## src/rtl/spatz_lane_operand_stage.sv

```systemverilog
// spatz_lane_operand_stage
// Collects the s1/s2/d operand streams read from the VRF, one element at a
// time, into per-operand holding registers. It then hands complete operand
// bundles to the SIMD lane through a small issue FIFO.
//
// Ports:
//   clk_i, rst_i                      clock, async active-high reset
//   start_i, op_i, vl_i, use_i,
//   is_signed_i                       instruction launch + attributes
//                                     (use_i = {d,s2,s1} operand-used mask)
//   flush_i                           synchronous abort
//   busy_o, done_o                    in flight / one-cycle completion pulse
//   {s1,s2,d}_valid_i/_i/_ready_o     VRF read-stream handshakes
//   issue_*                           operand bundle to the lane (valid/ready)
//
// Optional feature: define SPATZ_OPSTAGE_SCALAR_EN to add scalar_en_i and
// scalar_i. When scalar_en_i is latched high at start, s1 is replaced by a
// scalar that is broadcast to every element.

package spatz_opstage_pkg;
  typedef enum logic [2:0] {
    OP_VADD = 3'd0, OP_VSUB, OP_VMUL, OP_VMACC, OP_VAND, OP_VOR, OP_VXOR, OP_VMV
  } op_e;
endpackage

module spatz_lane_operand_stage
  import spatz_opstage_pkg::*;
#(
  parameter int Width = 32,
  parameter int Depth = 2
) (
  input  logic             clk_i,
  input  logic             rst_i,
  input  logic             start_i,
  input  op_e              op_i,
  input  logic [15:0]      vl_i,
  input  logic [2:0]       use_i,
  input  logic             is_signed_i,
`ifdef SPATZ_OPSTAGE_SCALAR_EN
  input  logic             scalar_en_i,
  input  logic [Width-1:0] scalar_i,
`endif
  input  logic             flush_i,
  output logic             busy_o,
  output logic             done_o,
  input  logic             s1_valid_i,
  input  logic [Width-1:0] s1_i,
  output logic             s1_ready_o,
  input  logic             s2_valid_i,
  input  logic [Width-1:0] s2_i,
  output logic             s2_ready_o,
  input  logic             d_valid_i,
  input  logic [Width-1:0] d_i,
  output logic             d_ready_o,
  output logic             issue_valid_o,
  input  logic             issue_ready_i,
  output logic [Width-1:0] issue_s1_o,
  output logic [Width-1:0] issue_s2_o,
  output logic [Width-1:0] issue_d_o,
  output op_e              issue_op_o,
  output logic             issue_is_signed_o,
  output logic             issue_last_o
);

  localparam logic [1:0] IDLE = 2'd0, COLLECT = 2'd1, DRAIN = 2'd2;
  localparam int PW = (Depth > 1) ? $clog2(Depth) : 1;
  localparam int CW = $clog2(Depth + 1);

  typedef struct packed {
    logic [Width-1:0] s1;
    logic [Width-1:0] s2;
    logic [Width-1:0] d;
    op_e              op;
    logic             sgn;
    logic             last;
  } bundle_t;

  logic [1:0]       state;
  op_e              op_q;
  logic [15:0]      vl_q, cnt_q;
  logic [2:0]       use_q;
  logic             sgn_q, done_q;
  logic [Width-1:0] hold_s1, hold_s2, hold_d;
  logic             full_s1, full_s2, full_d;
  logic             scalar_en_q;
  logic [Width-1:0] s1_data;

  bundle_t          mem [Depth];
  logic [PW-1:0]    wr_ptr, rd_ptr;
  logic [CW-1:0]    fcnt;

  logic    collect, all_full, push, pop, last, fifo_empty;
  logic    xfer_s1, xfer_s2, xfer_d;
  bundle_t push_b, head;

`ifdef SPATZ_OPSTAGE_SCALAR_EN
  logic [Width-1:0] scalar_q;
  always_ff @(posedge clk_i or posedge rst_i) begin
    if (rst_i) begin
      scalar_en_q <= 1'b0;
      scalar_q    <= '0;
    end else if (state == IDLE && start_i && !flush_i) begin
      scalar_en_q <= scalar_en_i;
      scalar_q    <= scalar_i;
    end
  end
  assign s1_data = scalar_en_q ? scalar_q : hold_s1;
`else
  assign scalar_en_q = 1'b0;
  assign s1_data     = hold_s1;
`endif

  function automatic logic [PW-1:0] ptr_inc(input logic [PW-1:0] p);
    return (p == PW'(Depth - 1)) ? '0 : p + 1'b1;
  endfunction

  always_comb begin
    collect    = (state == COLLECT);
    fifo_empty = (fcnt == '0);
    pop        = !fifo_empty && issue_ready_i;
    // Unused operands and a broadcast scalar never block a bundle.
    all_full   = (full_s1 | ~use_q[0] | scalar_en_q) &
                 (full_s2 | ~use_q[1]) & (full_d | ~use_q[2]);
    push       = collect && all_full && ((fcnt < CW'(Depth)) || pop);
    last       = (cnt_q == vl_q - 16'd1);
    // Ready may rise while the register is full if this cycle's push empties it.
    s1_ready_o = collect && use_q[0] && !scalar_en_q && (!full_s1 || push);
    s2_ready_o = collect && use_q[1] && (!full_s2 || push);
    d_ready_o  = collect && use_q[2] && (!full_d || push);
    xfer_s1    = s1_valid_i && s1_ready_o;
    xfer_s2    = s2_valid_i && s2_ready_o;
    xfer_d     = d_valid_i && d_ready_o;
    push_b.s1   = use_q[0] ? s1_data : '0;
    push_b.s2   = use_q[1] ? hold_s2 : '0;
    push_b.d    = use_q[2] ? hold_d : '0;
    push_b.op   = op_q;
    push_b.sgn  = sgn_q;
    push_b.last = last;
    head        = mem[rd_ptr];
  end

  // Control, attributes and operand holding registers.
  always_ff @(posedge clk_i or posedge rst_i) begin
    if (rst_i) begin
      state   <= IDLE;
      op_q    <= OP_VADD;
      vl_q    <= '0;
      use_q   <= '0;
      sgn_q   <= 1'b0;
      cnt_q   <= '0;
      done_q  <= 1'b0;
      full_s1 <= 1'b0;
      full_s2 <= 1'b0;
      full_d  <= 1'b0;
      hold_s1 <= '0;
      hold_s2 <= '0;
      hold_d  <= '0;
    end else if (flush_i) begin
      state   <= IDLE;
      cnt_q   <= '0;
      done_q  <= 1'b0;
      full_s1 <= 1'b0;
      full_s2 <= 1'b0;
      full_d  <= 1'b0;
    end else begin
      done_q <= 1'b0;
      case (state)
        IDLE: if (start_i) begin
          op_q  <= op_i;
          vl_q  <= vl_i;
          use_q <= use_i;
          sgn_q <= is_signed_i;
          cnt_q <= '0;
          if (vl_i != 16'd0) state <= COLLECT;
          else done_q <= 1'b1;
        end
        COLLECT: if (push) begin
          cnt_q <= cnt_q + 16'd1;
          if (last) state <= DRAIN;
        end
        DRAIN: if (fifo_empty) begin
          state  <= IDLE;
          done_q <= 1'b1;
        end
        default: state <= IDLE;
      endcase
      // A refill in the same cycle as a push keeps the flag set.
      if (xfer_s1) begin full_s1 <= 1'b1; hold_s1 <= s1_i; end
      else if (push) full_s1 <= 1'b0;
      if (xfer_s2) begin full_s2 <= 1'b1; hold_s2 <= s2_i; end
      else if (push) full_s2 <= 1'b0;
      if (xfer_d) begin full_d <= 1'b1; hold_d <= d_i; end
      else if (push) full_d <= 1'b0;
    end
  end

  // Issue FIFO: registered only, so an empty FIFO adds a full cycle.
  always_ff @(posedge clk_i or posedge rst_i) begin
    if (rst_i) begin
      wr_ptr <= '0;
      rd_ptr <= '0;
      fcnt   <= '0;
      for (int i = 0; i < Depth; i++) mem[i] <= '0;
    end else if (flush_i) begin
      wr_ptr <= '0;
      rd_ptr <= '0;
      fcnt   <= '0;
    end else begin
      if (push) begin
        mem[wr_ptr] <= push_b;
        wr_ptr      <= ptr_inc(wr_ptr);
      end
      if (pop) rd_ptr <= ptr_inc(rd_ptr);
      case ({push, pop})
        2'b10:   fcnt <= fcnt + 1'b1;
        2'b01:   fcnt <= fcnt - 1'b1;
        default: fcnt <= fcnt;
      endcase
    end
  end

  // Stale entries left in the FIFO are masked so idle outputs read as zero.
  assign issue_valid_o     = !fifo_empty;
  assign issue_s1_o        = fifo_empty ? '0 : head.s1;
  assign issue_s2_o        = fifo_empty ? '0 : head.s2;
  assign issue_d_o         = fifo_empty ? '0 : head.d;
  assign issue_op_o        = fifo_empty ? OP_VADD : head.op;
  assign issue_is_signed_o = !fifo_empty && head.sgn;
  assign issue_last_o      = !fifo_empty && head.last;
  assign busy_o            = (state != IDLE);
  assign done_o            = done_q;

endmodule

```

## config.mk

```make
export PLATFORM = sky130hd
export DESIGN_NAME = spatz_lane_operand_stage
export DESIGN_NICKNAME = d
export VERILOG_FILES = /design/src/rtl/spatz_lane_operand_stage.sv
export SDC_FILE = /design/constraint.sdc
export NUM_CORES = 1
export LEC_CHECK = 0
export CORE_UTILIZATION = 54
export CTS_BUF_LIST = sky130_fd_sc_hd__clkbuf_16
export DETAILED_ROUTE_END_ITERATION = 8
export GPL_TIMING_DRIVEN = 0
export PLACE_DENSITY = 0.8
export RECOVER_POWER = 100
export SETUP_SLACK_MARGIN = 0.02
export SLEW_MARGIN = 20
export SYNTH_ARGS = -nofsm -noshare
export SYNTH_HDL_FRONTEND = slang
export SYNTH_SLANG_ARGS = --single-unit
```

## constraint.sdc

```tcl
create_clock -name clk_i -period 15.33 [get_ports clk_i]
set_clock_uncertainty 0.15 [all_clocks]
set_input_delay 2.2995 -clock clk_i [delete_from_list [all_inputs] [get_ports clk_i]]
set_output_delay 2.2995 -clock clk_i [all_outputs]
set_load 0.03 [all_outputs]
```

; ---- Word-level counts from Yosys, hierarchy flattened
; Cells that the tools add are included.
[word_totals]
out_inout_bits = 107
regBits = 347
in_bits = 127
word_cells = 144
[classes]
n_mux = 44
addsub = 6
n_bitwise = 11
eq_ne = 10
n_reduce_logical = 41
order_cmp = 4
[op_table]
columns = op, count
row1 = $mux W101, 4
row2 = $bwmux W202, 1
row3 = $mux W32, 6
row4 = $demux W101 S1, 1
row5 = $mux W16, 3
row6 = $pmux W16 S2, 1
row7 = $mux W1, 17
row8 = $add A16 B1 Y16 const B, 1
row9 = $eq A16 B16 Y1, 1
row10 = $reduce_bool A16 Y1, 1
row11 = $sub A16 B1 Y16 const B, 1
row12 = $logic_and A1 B1 Y1, 15
row13 = $reduce_bool A3 Y1, 5
row14 = $mux W2, 7
row15 = $ne A3 B3 Y1 const B, 3
row16 = $reduce_and A2 Y1, 4
row17 = $ne A3 B2 Y1 const B, 2
row18 = $pmux W2 S3, 1
row19 = $reduce_and A3 Y1, 2
row20 = $reduce_bool A2 Y1, 3
row21 = $reduce_and A5 Y1, 1
row22 = $eq A2 B1 Y1 const B, 2
row23 = $eq A2 B2 Y1 const B, 2
row24 = $ge A2 B2 Y1 const B, 2
row25 = 15 further kinds, 30

; ---- Logic depth before layout (Yosys ltp)
[depth]
ltp_word = 11
depth_mapped = 10
depth_no_buf = 8

; ---- Least setup slack after synthesis
; Ideal clock, no wire load.
[synth_path]
path_kind = input -> output
start = input port issue_ready_i
end = output port d_ready_o
required_ps = 12881
path_stages = 5
path_buffers = 0
arrival_ps = 3258
path_slack_ps = 9622
path_cell_list = inv_1 nand2_1 nand2_1 a21boi_0 nor2b_1
[synth_between]
elab_chain_len = 5
[synth_lines]
columns = element, line
row1 = "start, declared", 56  ; input logic issue_ready_i,
row2 = $logic_and A1 B1 Y1, 120  ; pop = !fifo_empty && issue_ready_i;
row3 = $logic_or A1 B1 Y1, 124  ; push = collect && all_full && ((fcnt < CW'(Depth)) || pop);
row4 = $logic_and A1 B1 Y1, 124
row5 = $logic_or A1 B1 Y1, 129  ; d_ready_o = collect && use_q[2] && (!full_d || push);
row6 = $logic_and A1 B1 Y1, 129
row7 = "end, declared", 54  ; output logic d_ready_o,
; Every way passes these cells.

==> reports/results.ini <==
[routing]
finalWirelength_mm=39.25
drt_iter0_markers=811
drt-wirelength-per-cell_um=18.13
drc=0
viasPerCell=5.520
num_vias=11950
detail-route-antenna-nets=0
dr.pass1.iters=5

[sta]
setup_violations=0
rsz0062_at_grt=false
fmax_mhz=110.2
min_period_over_period_pct=59.17
slew_violations=166
timing.final.hold_violations=0
min_period_ns=9.071
max_slew_margin_pct=-254.1
tightest_slew_ns=5.311

[place]
place_area_mm2=0.01823
dp_cells=2096
numPortBuffers=233
hpwl_mm=27.07
globalplace.congestion=0.8244

[logic_synthesis]
yosys_warnings=0
ys_types=49
ys_ff_latch=347
ys.flop_type=dfrtp_1
syn_nets=1610
synth_enable_flop_cells=0
syn_inst=1481
ys_seq_area_share_pct=56.66
synthArstFlopShare_pct=100.0
synth.area.top_cells=dfrtp_1 (57%), mux2_2 (9.0%), nand2_1 (7.8%), mux2i_1 (6.7%), o21ai_0 (6.6%)
synth_area_mm2=0.01532
synth_top_area_share_pct=56.66
synth_top_area_cell=dfrtp_1
syn_area_per_cell_um2=10.35

[worst_setup_path]
slowest_delay_ns=3.84
worst_setup_path_start_kind=input port
critPathCaptureType=async pin
critPathArrivalTime_ns=8.27
r2r_setup_slack_ns=11.06
rr_startpoint=use_q[1]
crit_fanout=100
cpMaxStageDelayCell=clkbuf_1
crit_start=rst_i
reg2reg_depth=10
crit_required_ns=14.53
r2r_end=mem[44]
path_cells=dlygate4sd3_1, clkinvlp_2, clkbuf_1
cp_top_family=buffers and inverters
worstPathBufferInverterCount=3
crit_type=in -> async

[global_route]
grt_pass1_wl_mm=62.41
grt_max_degree=101
grt_pass1_vias=12010
grt.total_usage_pct=27.72
antenna_found_initial=1
grt.overflow.total=0

[clock_tree]
cts_setup_buffers=0
holdBufCountCts=0
cts_resized=0
cts-htree-levels=2
clock_sinks=347
clock_latency_ns=0.52
cts_tree=yes
clockBufferDepth=3
path_clk_slew_ns=0.06
clk_root_buffer_cell=clkbuf_16
numCtsBuffers=38

[worst_hold_path]
worstHoldPathCells=2
hold_end=mem[68]
hold_path.startpoint=mem[68]
hp-class=reg -> reg

[power]
ir_drop_mv=0.1002
leakage_nw=8.325
powerDensity_mw_per_mm2=135.7

[floorplanning]
core_area_mm2=0.02786
fp.dieW_um=170.5
num_rows=61
dieArea_mm2=0.02906
io_pins=234
initial_utilization_pct=55.01
fp.dieH_um=170.5

[run_status]
violations=capacitance limit, slew limit
status=finished, violations left

[layout]
finalNetCount=1887
design_area_mm2=0.01938
layout-drive-gt1-share_pct=10.47
area_delta_synth_final_pct=26.48
fin_cells=2165

[flow_run]
maxCapViolCount=2

-- placed cells by master, fill, tap and decap left out, drive strengths merged, types with 2 or more instances in the layout --
| cell | synthesis | layout |
|---|---|---|
| a2111oi | 2 | 2 |
| a211oi | 4 | 4 |
| a21boi | 3 | 3 |
| a21oi | 11 | 11 |
| a311oi | 2 | 2 |
| and3 | 3 | 3 |
| buf | 13 | 5 |
| bufinv | 0 | 3 |
| clkbuf | 89 | 140 |
| clkdlybuf4s50 | 0 | 130 |
| clkinv | 0 | 19 |
| clkinvlp | 0 | 2 |
| dfrtp | 347 | 347 |
| dlygate4sd3 | 0 | 103 |
| ha | 2 | 2 |
| inv | 10 | 15 |
| mux2 | 125 | 125 |
| mux2i | 103 | 103 |
| nand2 | 317 | 317 |
| nand3 | 12 | 12 |
| nand3b | 2 | 2 |
| nand4 | 5 | 5 |
| nor2 | 127 | 127 |
| nor2b | 6 | 6 |
| nor3 | 10 | 10 |
| nor3b | 5 | 5 |
| nor4 | 14 | 14 |
| nor4b | 3 | 3 |
| o21ai | 205 | 205 |
| o31ai | 2 | 2 |
| or3 | 5 | 5 |
| or4 | 6 | 6 |
| xnor2 | 25 | 25 |
| xor2 | 9 | 9 |
-- through the flow --
step | TNS (ns) | util [%] | total power [mW] | setup WS, ns | hold slack, ns
floorplan | 0 | - | 1.595 | 3.259 | 0.2992
global placement | -146.82 | 65.08 | 1.739 | -0.4543 | 0.3100
detailed placement | 0 | 65.44 | 1.774 | 8.407 | 0.3191
CTS | 0 | 69.69 | 2.648 | 8.397 | 0.3320
global route | 0 | 69.58 | 2.766 | 4.857 | 0.3486
finish | 0 | 69.58 | 2.629 | 6.259 | 0.3283
-- final cells by class --
class / instances / area, um2
clock buffers: 39 / 975.9
fillers: 2056 / 8476
multi-input cells: 1022 / 6215
repair buffers: 237 / 2395
plain buffers: 102 / 392.9
diodes: 1 / 2.502
inverters: 10 / 38.79
clock inverters: 29 / 206.4
well taps: 378 / 473.0
flip-flops and latches: 347 / 8683
-- synthesized netlist by cell type, types with 4 or more instances --
master / number
dfrtp_1: 347
o21ai_0: 202
nand4_1: 5
nor4_1: 13
mux2_2: 123
nor3b_1: 5
buf_1: 8
a21oi_1: 11
mux2i_1: 103
nand3_1: 12
nor2_1: 127
nor2b_1: 6
xnor2_1: 25
or3_1: 5
xor2_1: 9
a211oi_1: 4
inv_1: 10
buf_2: 4
clkbuf_1: 89
nor3_1: 10
or4_1: 5
nand2_1: 317
-- kinds of logic (layout without fill, tap and decap cells) --
| group | Yosys count | in the layout | share of synthesized area, % |
|---|---|---|---|
| AOI/OAI and AO/OA | 237 | 237 | 8.369 |
| xor gates and xnor gates | 34 | 34 | 1.943 |
| adders and majority gates | 2 | 2 | 0.1633 |
| buffers and inverters | 112 | 417 | 2.825 |
| DFF | 347 | 347 | 56.66 |
| muxes | 228 | 228 | 15.91 |
| other | 0 | 1 | 0 |
| and+or+nand+nor | 521 | 521 | 14.12 |
-- where the power goes --
group,internal [mW],switching (mW)
sequential,1.13,0.119
combinational,0.238,0.267
clock,0.511,0.362
-- flip-flops by register name (all words and copies together), names as in the netlist, 3 cells and up --
name     cells
op_q         3
vl_q        16
hold_s2     32
hold_d      32
cnt_q       16
hold_s1     32
use_q        3
mem        202
-- how the worst max path moves through the flow --
| stage | slack (ns) | depth (start not counted) | endpoint |
|---|---|---|---|
| floorplan | 3.26 | 1 | cnt_q[0] |
| global placement | -0.45 | 2 | mem[153] |
| detailed placement | 8.41 | 7 | d_ready_o |
| CTS | 8.40 | 7 | d_ready_o |
| global route | 4.86 | 3 | mem[196] |
| finish | 6.26 | 3 | mem[196] |
-- routing by layer --
metal / up-vias / wire, um / track usage [%]
met4: 0 / 1186 / 9.714
li1: 5577 / - / -
met5: - / 0 / 0
met3: 80 / 2182 / 4.814
met1: 5940 / 16910 / 36.91
met2: 354 / 18960 / 45.85
-- worst min-delay path, stage by stage, from the launching register on --
cell	delay [ns]
dfrtp_1	0.34
nand2_1	0.04
o21ai_0	0.06
Note: power is estimated with default switching activity, not from simulation.
